===== config.mk =====
export PLATFORM = sky130hd
export DESIGN_NAME = dummy_dac
export DESIGN_NICKNAME = d
export VERILOG_FILES = /design/src/rtl/dummy_dac_pkg.sv /design/src/rtl/sample_tick_gen.sv /design/src/rtl/dummy_dac.sv
export SDC_FILE = /design/constraint.sdc
export NUM_CORES = 1
export LEC_CHECK = 0
export CAP_MARGIN = 20
export CELL_PAD_IN_SITES_DETAIL_PLACEMENT = 0
export CELL_PAD_IN_SITES_GLOBAL_PLACEMENT = 1
export CORE_MARGIN = 4
export CORE_UTILIZATION = 35
export CTS_BUF_LIST = sky130_fd_sc_hd__clkbuf_8 sky130_fd_sc_hd__clkbuf_16
export CTS_CLUSTER_DIAMETER = 40
export DETAILED_ROUTE_END_ITERATION = 7
export HOLD_SLACK_MARGIN = 0.05
export PLACE_DENSITY_LB_ADDON = 0.3
export SYNTH_ARGS = -nofsm -noshare
export SYNTH_HDL_FRONTEND = slang
export SYNTH_SLANG_ARGS = --single-unit

===== constraint.sdc =====
create_clock -name clk -period 5.05 [get_ports clk]
set_input_delay 1.01 -clock clk [delete_from_list [all_inputs] [get_ports clk]]
set_output_delay 1.01 -clock clk [all_outputs]
set_load 0.02 [all_outputs]

===== src/rtl/dummy_dac_pkg.sv =====
// Shared definitions for the dummy DAC/ADC slot test blocks.
// Holds the FSM state encoding, FIFO geometry, the default test pattern
// and a saturating counter helper.
package dummy_dac_pkg;

    localparam int unsigned ADDR_W   = 11;
    localparam int unsigned LANES    = 4;
    localparam int unsigned BYTE_W   = 8;
    localparam int unsigned WORD_W   = 32;
    localparam int unsigned CNT_W    = 16;
    localparam int unsigned IDX_W    = 2;

    localparam logic [WORD_W-1:0] DEFAULT_EXPECTED = 32'hDEADBEEF;
    localparam logic [CNT_W-1:0]  SAT_MAX          = 16'hFFFF;

    typedef enum logic [1:0] {
        ST_IDLE    = 2'd0,
        ST_READ    = 2'd1,
        ST_DRAIN   = 2'd2,
        ST_PRESENT = 2'd3
    } state_t;

    // Increment that sticks at SAT_MAX.
    function automatic logic [CNT_W-1:0] sat_inc(input logic [CNT_W-1:0] v);
        return (v == SAT_MAX) ? v : v + CNT_W'(1);
    endfunction

endpackage


===== src/rtl/sample_tick_gen.sv =====
// Sample-rate tick generator: free-running counter 0..CLK_DIV-1,
// tick is high for the single cycle in which the counter holds CLK_DIV-1.
// Ports: clk, reset (sync, active-high), tick (decoded from the counter register).
module sample_tick_gen #(
    parameter int unsigned CLK_DIV = 256
) (
    input  logic clk,
    input  logic reset,
    output logic tick
);

    localparam int unsigned DIV_W = (CLK_DIV > 1) ? $clog2(CLK_DIV) : 1;
    localparam logic [DIV_W-1:0] LAST = DIV_W'(CLK_DIV - 1);

    logic [DIV_W-1:0] count;

    // Period counter
    always_ff @(posedge clk) begin
        if (reset) begin
            count <= '0;
        end else if (count == LAST) begin
            count <= '0;
        end else begin
            count <= count + DIV_W'(1);
        end
    end

    assign tick = (count == LAST);

endmodule


===== src/rtl/dummy_dac.sv =====
// Test-only DAC-side slot sink. On each sample tick (DAC direction) it reads
// four bytes from the slot FIFO, assembles them little-endian into a word,
// presents the word and compares it against EXPECTED.
// Ports: clk, reset (sync, active-high); fifo_data/fifo_read FIFO read side;
// fifo_addr_in/fifo_addr_out FIFO pointers (fill level); direction (0 = active);
// sample_data/sample_valid/match last word; underrun_count, error_count saturating.
module dummy_dac
    import dummy_dac_pkg::*;
#(
    parameter int unsigned       CLK_DIV  = 256,
    parameter logic [WORD_W-1:0] EXPECTED = DEFAULT_EXPECTED
) (
    input  logic              clk,
    input  logic              reset,
    input  logic [BYTE_W-1:0] fifo_data,
    output logic              fifo_read,
    input  logic [ADDR_W-1:0] fifo_addr_in,
    input  logic [ADDR_W-1:0] fifo_addr_out,
    input  logic              direction,
    output logic [WORD_W-1:0] sample_data,
    output logic              sample_valid,
    output logic              match,
    output logic [CNT_W-1:0]  underrun_count,
    output logic [CNT_W-1:0]  error_count
);

    logic              tick;
    logic [ADDR_W-1:0] level;
    logic [WORD_W-1:0] word_c;

    state_t            state_q, state_d;
    logic [IDX_W-1:0]  idx_q, idx_d;
    logic              cap_en_q;
    logic [IDX_W-1:0]  cap_idx_q;
    logic [WORD_W-1:0] shreg_q, shreg_d;

    logic              fifo_read_d, sample_valid_d, match_d;
    logic [WORD_W-1:0] sample_data_d;
    logic [CNT_W-1:0]  underrun_d, error_d;

    sample_tick_gen #(.CLK_DIV(CLK_DIV)) u_tick (
        .clk   (clk),
        .reset (reset),
        .tick  (tick)
    );

    // Modulo-2048 fill level
    assign level = fifo_addr_in - fifo_addr_out;

    // Byte 3 arrives during DRAIN, so the finished word combines it with lanes 0..2
    assign word_c = {fifo_data, shreg_q[WORD_W-BYTE_W-1:0]};

    // State and output registers
    always_ff @(posedge clk) begin
        if (reset) begin
            state_q        <= ST_IDLE;
            idx_q          <= '0;
            cap_en_q       <= 1'b0;
            cap_idx_q      <= '0;
            shreg_q        <= '0;
            fifo_read      <= 1'b0;
            sample_data    <= '0;
            sample_valid   <= 1'b0;
            match          <= 1'b0;
            underrun_count <= '0;
            error_count    <= '0;
        end else begin
            state_q        <= state_d;
            idx_q          <= idx_d;
            cap_en_q       <= fifo_read;
            cap_idx_q      <= idx_q;
            shreg_q        <= shreg_d;
            fifo_read      <= fifo_read_d;
            sample_data    <= sample_data_d;
            sample_valid   <= sample_valid_d;
            match          <= match_d;
            underrun_count <= underrun_d;
            error_count    <= error_d;
        end
    end

    // Next-state and output logic
    always_comb begin
        state_d        = state_q;
        idx_d          = idx_q;
        shreg_d        = shreg_q;
        fifo_read_d    = 1'b0;
        sample_data_d  = sample_data;
        sample_valid_d = 1'b0;
        match_d        = match;
        underrun_d     = underrun_count;
        error_d        = error_count;

        // Byte read in READ cycle k lands one cycle later, tagged by the delayed index
        if (cap_en_q) begin
            shreg_d[BYTE_W*cap_idx_q +: BYTE_W] = fifo_data;
        end

        unique case (state_q)
            ST_IDLE: begin
                if (tick && !direction) begin
                    if (level >= ADDR_W'(LANES)) begin
                        state_d     = ST_READ;
                        idx_d       = '0;
                        fifo_read_d = 1'b1;
                    end else begin
                        underrun_d = sat_inc(underrun_count);
                    end
                end
            end
            ST_READ: begin
                if (idx_q == IDX_W'(LANES - 1)) begin
                    state_d = ST_DRAIN;
                end else begin
                    idx_d       = idx_q + IDX_W'(1);
                    fifo_read_d = 1'b1;
                end
            end
            ST_DRAIN: begin
                sample_data_d  = word_c;
                sample_valid_d = 1'b1;
                match_d        = (word_c == EXPECTED);
                state_d        = ST_PRESENT;
            end
            ST_PRESENT: begin
                if (!match) begin
                    error_d = sat_inc(error_count);
                end
                state_d = ST_IDLE;
            end
            default: state_d = ST_IDLE;
        endcase
    end

endmodule


==> qor.yml, run 1 <==
grt_first_pass_wirelength_um: 19700
final_util: 0.463
antenna_left: 0
ios: 100
synthArstFlopShare: 0
drv_cap: 0
syn_avg_cell_area_um2: 8.81
layout_setup_ws_ns: 0.679
path_clk_slew_ns: 0.07
p_leak_uw: 0.00221
fin_worst_skew_ns: 0.00720
synth-main-ff-cell: "dfxtp_1"
ys_ff_latch: 106
worstMarginPinSlew_ns: 1.08
dp.cells: 823
clockRootBuffer: "clkbuf_16"
yosys-top-cells-area: "dfxtp_1 (43%), mux2i_1 (7.3%), nor2_1 (7.0%)"
die_w_um: 127
cts_tree: "done"
setup_tns_ns: 0
gp_congestion: 0.825
synth_cell_type_count: 52
antenna_found_initial: 0
insertion_delay_ns: 0.34
fin_cells: 839
min_period_over_period: 0.866
grt.overflow.total: 0
syn_area_mm2: 0.00494
diodes: 0
cts.sinks: 106
yosysTopAreaCell: "dfxtp_1"
synthCells: 561
endpoint_kind: "flip-flop"
cts_buffers: 9
rows: 43
yosysSeqAreaShare: 0.430
drc: 0
wire_per_inst_um: 14.0
synth_top_area_share: 0.430
max_freq_mhz: 229
rsz0062_at_grt: "false"
io_buffers: 99
dp_hpwl_um: 8410
worstSetupStartpointType: "input pin"
grt_usage: 0.147
via_count: 4365
finalCriticalPeriod_ns: 4.37
finalHoldViolations: 0
hp-class: "reg2reg"
drt_first_pass_iters: 5
grt_pass1_vias: 4098
synth_edf_count: 0
pre_cts_ws_ns: 0.345
clk_path_buf_depth: 2
cp_max_fo: 27
die_area_mm2: 0.0161
cts-hold-fix-buffers: 0
power.density_mw_per_mm2: 258
synth_nets: 616
critical_path_arrival_ns: 4.64
critPathKind: "in2reg"
yosys_warnings: 0
nets: 709
regArea_mm2: 0.00212
initial_utilization: 0.357
status: "finished, final reports clean"
dieHeight_um: 127
cts_setup_buffers: 0
multi_input_area_mm2: 0.00261
wl_um: 11800
grt_max_degree: 56
post_cts_resized: 0
critical_path_required_ns: 5.31
peakVddDrop_mv: 0.141
viasPerCell: 5.20
syn_to_final_growth_pct: 29.5
ctsHtreeMaxLevel: 3
slew_headroom: 0.279
slew_violations: 0
p_total_uw: 1650
drive_above_1_share: 0.0455
setup_violations: 0
drt-initial-drc-count: 265
coreArea_mm2: 0.0138
fill_cells: 1322
routing by layer:
layer	share of wire	GRT usage	vias to the layer above	routed length (um)
li1	-	-	2199	-
met1	0.47	0.192	2042	5470
met2	0.47	0.238	112	5490
met3	0.059	0.0455	12	697
met4	0.0094	0.0328	0	111
met5	0	0	-	0
sequential cells by signal, summed over array words and instances, names as in the netlist:
name and count:
state_q 2, idx_q 2, fifo_read 1, sample_valid 1
match 1, cap_idx_q 2, error_count 16, shreg_q 24
u_tick.count 8, cap_en_q 1, sample_data 32, underrun_count 16
cell type report:
cell class	instances	share of cell area
clock buffer	11	0.0395
clock inverter	5	0.00704
inverter	29	0.0170
multi-input combinational	403	0.408
sequential	106	0.332
tap	180	0.0352
timing repair buffer	105	0.161
critical path, cell delays in order:
cell             delay (ns)
clkdlybuf4s50_1        0.45
inv_1                  0.04
ha_1                   0.31
or2_2                  0.30
o311a_1                0.16
o21ai_0                0.36
mux2i_1                0.21
or3b_1                 0.38
or4_1                  0.52
buf_4                  0.23
or4_1                  0.51
a21oi_1                0.16
synthesized netlist by cell type (3+ instances only):
| cell type | number |
|---|---|
| a21o_1 | 3 |
| a21oi_1 | 25 |
| a221oi_1 | 3 |
| a22oi_1 | 25 |
| a31oi_1 | 3 |
| and3_1 | 3 |
| buf_1 | 8 |
| buf_2 | 4 |
| clkbuf_1 | 10 |
| dfxtp_1 | 106 |
| ha_1 | 22 |
| inv_1 | 29 |
| mux2i_1 | 36 |
| nand2_1 | 33 |
| nand2b_1 | 4 |
| nand3_1 | 15 |
| nand4_1 | 8 |
| nand4b_1 | 6 |
| nor2_1 | 92 |
| nor2b_1 | 8 |
| nor3_1 | 10 |
| nor4_1 | 4 |
| nor4b_1 | 3 |
| o211ai_1 | 3 |
| o21a_1 | 3 |
| o21ai_0 | 17 |
| o31ai_1 | 10 |
| or2_2 | 3 |
| or3_1 | 10 |
| or4_1 | 11 |
| xnor2_1 | 9 |
| xor2_1 | 8 |
where the power goes:
part | leakage (uW) | internal [uW] | total (uW) | switching [uW]
Clock | 0.000145 | 369 | 684 | 314
Combinational | 0.00121 | 56.7 | 125 | 68.4
Sequential | 0.000854 | 837 | 839 | 1.91
per-stage QoR:
stage / hold slack, ns / instance area [um2]
CTS: 0.469 / 6400
finish: 0.462 / 6400
detailed placement: 0.453 / 6100
global placement: 0.443 / 6100
global route: 0.484 / 6400
floorplan: 0.430 / 4940
layout by cell type (no fill, tap or decap), drive strengths merged, types with 6 or more instances in the layout:
master         netlist  routed
nor2                92      92
a21oi               25      25
nand3               15      15
nand4b               6       6
nand2               33      33
mux2i               36      36
inv                 29      32
or3                 10      10
ha                  22      22
dfxtp              106     106
clkbuf              10      11
a22oi               25      25
xnor2                9       9
nor3                10      10
o31ai               10      10
o21ai               17      17
nand4                8       8
xor2                 8       8
nor2b                8       8
clkdlybuf4s50        0      98
buf                 13       7
or4                 11      11
path summary, 6_finish.rpt:
check | from | end | slack (ns) | cells after the start
worst max-delay path | fifo_addr_out[2] | underrun_count[7] | 0.68 | 12
worst min-delay path | u_tick.count[0] | u_tick.count[0] | 0.46 | 1
worst max register to register | u_tick.count[0] | underrun_count[7] | 2.04 | 10
worst min register to register | u_tick.count[0] | u_tick.count[0] | 0.46 | 1
kinds of logic after synthesis:
logic type	synth area share
multiplexers	0.0775
flip-flops	0.430
AO/OA/AOI/OAI	0.153
XOR/XNOR	0.0301
AND/OR/NAND/NOR	0.212
adder cells (fa/ha/maj)	0.0557
buffers and inverters	0.0420
No activity file was read; power rests on OpenSTA's default activity.
==> inputs of run 2 (changes only) <==
--- a/config.mk
+++ b/config.mk
@@ -15,6 +15,7 @@
 export DETAILED_ROUTE_END_ITERATION = 7
 export HOLD_SLACK_MARGIN = 0.05
 export PLACE_DENSITY_LB_ADDON = 0.3
+export RECOVER_POWER = 25
 export SYNTH_ARGS = -nofsm -noshare
 export SYNTH_HDL_FRONTEND = slang
 export SYNTH_SLANG_ARGS = --single-unit
==> run 2 against run 1 <==
The flow now finishes with violations (capacitance limit, slew limit). Non-clock buffer count stayed put. Register-to-register slack got worse by 0.02 ns. Via count is essentially flat. Count of clock-buffer cells in the layout is the same. Setup slack got worse by 0.019 ns. Combinational power hardly changed. Cell area about the same. Hold slack unchanged. Clock power barely moved. Critical path depth unchanged. Sequential cell count unchanged. Critical endpoint unchanged.
==> qor.yml, run 2 (same netlist as run 1, synthesis figures left out) <==
status: "finished, violations left"
violations: "capacitance limit, slew limit"
top_register: "sample_data"
grt.overflow.total: 0  # unchanged
gp_congestion: 0.825  # unchanged
die_area_mm2: 0.0161  # unchanged
ios: 100  # unchanged
rsz0062_at_grt: "false"
cp_max_fo: 27  # unchanged
pre_cts_ws_ns: 0.345  # unchanged
wire_per_inst_um: 14.0  # -0.16%
dp_hpwl_um: 8410  # unchanged
critPathKind: "in2reg"
critical_path_arrival_ns: 4.64  # about the same
rows: 43  # unchanged
viasPerCell: 5.20  # about the same
clk_path_buf_depth: 2  # unchanged
worstSetupStartpointType: "input pin"
finalHoldViolations: 0  # unchanged
diodes: 0  # unchanged
layout_commonest_cell: "dfxtp_1"
ff2ff_path_depth: 10  # unchanged
fin_worst_skew_ns: 0.00727  # +0.0000735 ns
setup_violations: 0  # unchanged
post_cts_resized: 0  # unchanged
hold_start: "u_tick.count[0]"
layout_setup_ws_ns: 0.659  # -0.0194 ns
endpoint_kind: "flip-flop"
die_w_um: 127  # unchanged
grt_first_pass_wirelength_um: 19700  # unchanged
antenna_found_initial: 0  # unchanged
drt-initial-drc-count: 265  # unchanged
hold_end: "u_tick.count[0]"
critical_path_required_ns: 5.29  # -0.02 ns
io_buffers: 99  # unchanged
min_period_over_period: 0.869  # +0.00384
crit_slowest_cell: "or4_1"
peakVddDrop_mv: 0.141  # about the same
max_freq_mhz: 228  # -0.44%
cp_common_cell: "or4_1"
slew_headroom: -0.472  # -0.751
largest_reg_flops: 32  # unchanged
grt_pass1_vias: 4098  # unchanged
drv_cap: 1  # +1
reg2reg_setup_slack_ns: 2.02  # -0.02 ns
cts-hold-fix-buffers: 0  # unchanged
drc: 0  # unchanged
slew_violations: 50  # +50
drt_first_pass_iters: 6  # +1
syn_to_final_growth_pct: 29.4  # about the same
cts_setup_buffers: 0  # unchanged
crit_chain: "clkdlybuf4s50_1 -> inv_1 -> ha_1 -> or2_2 -> o311a_1 -> o21ai_0 -> mux2i_1 -> or3b_1 -> or4_1 -> buf_4 -> or4_1 -> a21oi_1"
worstMarginPinSlew_ns: 2.21  # +1.13 ns
max_stage_delay_ns: 0.52  # about the same
coreArea_mm2: 0.0138  # unchanged
p_total_uw: 1650  # about the same
wl_um: 11800  # -0.16%
hp-class: "reg2reg"
cts.sinks: 106  # unchanged
hold_depth: 1  # unchanged
ctsHtreeMaxLevel: 3  # unchanged
path_clk_slew_ns: 0.07  # about the same
antenna_left: 0  # unchanged
rr_startpoint: "u_tick.count[0]"
cts_tree: "done"
dieHeight_um: 127  # unchanged
via_count: 4362  # -0.069%
grt_usage: 0.147  # unchanged
grt_max_degree: 56  # unchanged
insertion_delay_ns: 0.34  # about the same
clockRootBuffer: "clkbuf_16"
largestRegisters: "sample_data (32), shreg_q (24)"
nets: 709  # unchanged
mostFrequentLayoutCells: "dfxtp_1 (106), clkdlybuf4s50_1 (94), nor2_1 (92), mux2i_1 (36), nand2_1 (33)"
p_leak_uw: 0.00222  # +0.50%
r2r_end: "underrun_count[7]"
setup_tns_ns: 0  # unchanged
drive_above_1_share: 0.0440  # -0.00152
power.density_mw_per_mm2: 258  # about the same
finalCriticalPeriod_ns: 4.39  # +0.0194 ns
cts_buffers: 9  # unchanged
initial_utilization: 0.357  # unchanged
run 2: cell types whose count changed in the layout (fill, tap and decap cells not counted):
cell             delta
buf_2               -1
buf_4               -1
clkbuf_1            +1
clkbuf_2            +1
clkdlybuf4s50_1     -4
dlygate4sd3_1       +4
run 2: worst max-delay path by stage:
stage | start | end | slack (ns) | cells past startpoint
floorplan | fifo_addr_out[2] | underrun_count[14] | 1.01 | 12
global placement | fifo_addr_out[2] | underrun_count[9] | 0.38 | 12
detailed placement | fifo_addr_out[2] | underrun_count[7] | 0.34 | 12
CTS | fifo_addr_out[2] | underrun_count[7] | 0.70 | 12
global route | fifo_addr_out[1] | underrun_count[7] | 0.48 | 12
finish | fifo_addr_out[2] | underrun_count[7] | 0.66 | 12
run 2: final cells by class:
| class | instances | area (um2) |
|---|---|---|
| clock buffers | 11 | 253 |
| clock inverters | 5 | 45.0 |
| fillers | 1324 | 7430 |
| inverters | 29 | 109 |
| multi-input cells | 403 | 2610 |
| flip-flops and latches | 106 | 2120 |
| well taps | 180 | 225 |
| repair buffers | 105 | 1030 |
run 2: stage by stage:
| step | utilization | hold WS, ns | area, um2 | cells |
|---|---|---|---|---|
| finish | 0.462 | 0.462 | 6390 | 839 |
| global route | 0.462 | 0.484 | 6390 | 839 |
| CTS | 0.463 | 0.469 | 6400 | 839 |
| detailed placement | 0.441 | 0.453 | 6100 | 823 |
| global placement | 0.441 | 0.443 | 6100 | 823 |
| floorplan | - | 0.430 | 4940 | 561 |
run 2: metal layers:
| layer | up-vias | routed length [um] | part of all wire | GRT usage |
|---|---|---|---|---|
| met1 | 2047 | 5480 | 0.47 | 0.192 |
| met5 | - | 0 | 0 | 0 |
| met3 | 8 | 680 | 0.058 | 0.0455 |
| li1 | 2200 | - | - | - |
| met4 | 0 | 102 | 0.0087 | 0.0328 |
| met2 | 107 | 5490 | 0.47 | 0.238 |
run 2: power breakdown:
part | switching (uW) | internal (uW)
clock | 314 | 369
combinational | 68.1 | 56.4
sequential | 1.91 | 837
total | 384 | 1260
run 2: critical path: cells and delay by family:
kind / cells / cell delay [ns]
AO/OA/AOI/OAI: 3 / 0.68
AND/OR/NAND/NOR: 4 / 1.71
buffers and inverters: 3 / 0.72
multiplexers: 1 / 0.21
adder cells (fa/ha/maj): 1 / 0.31
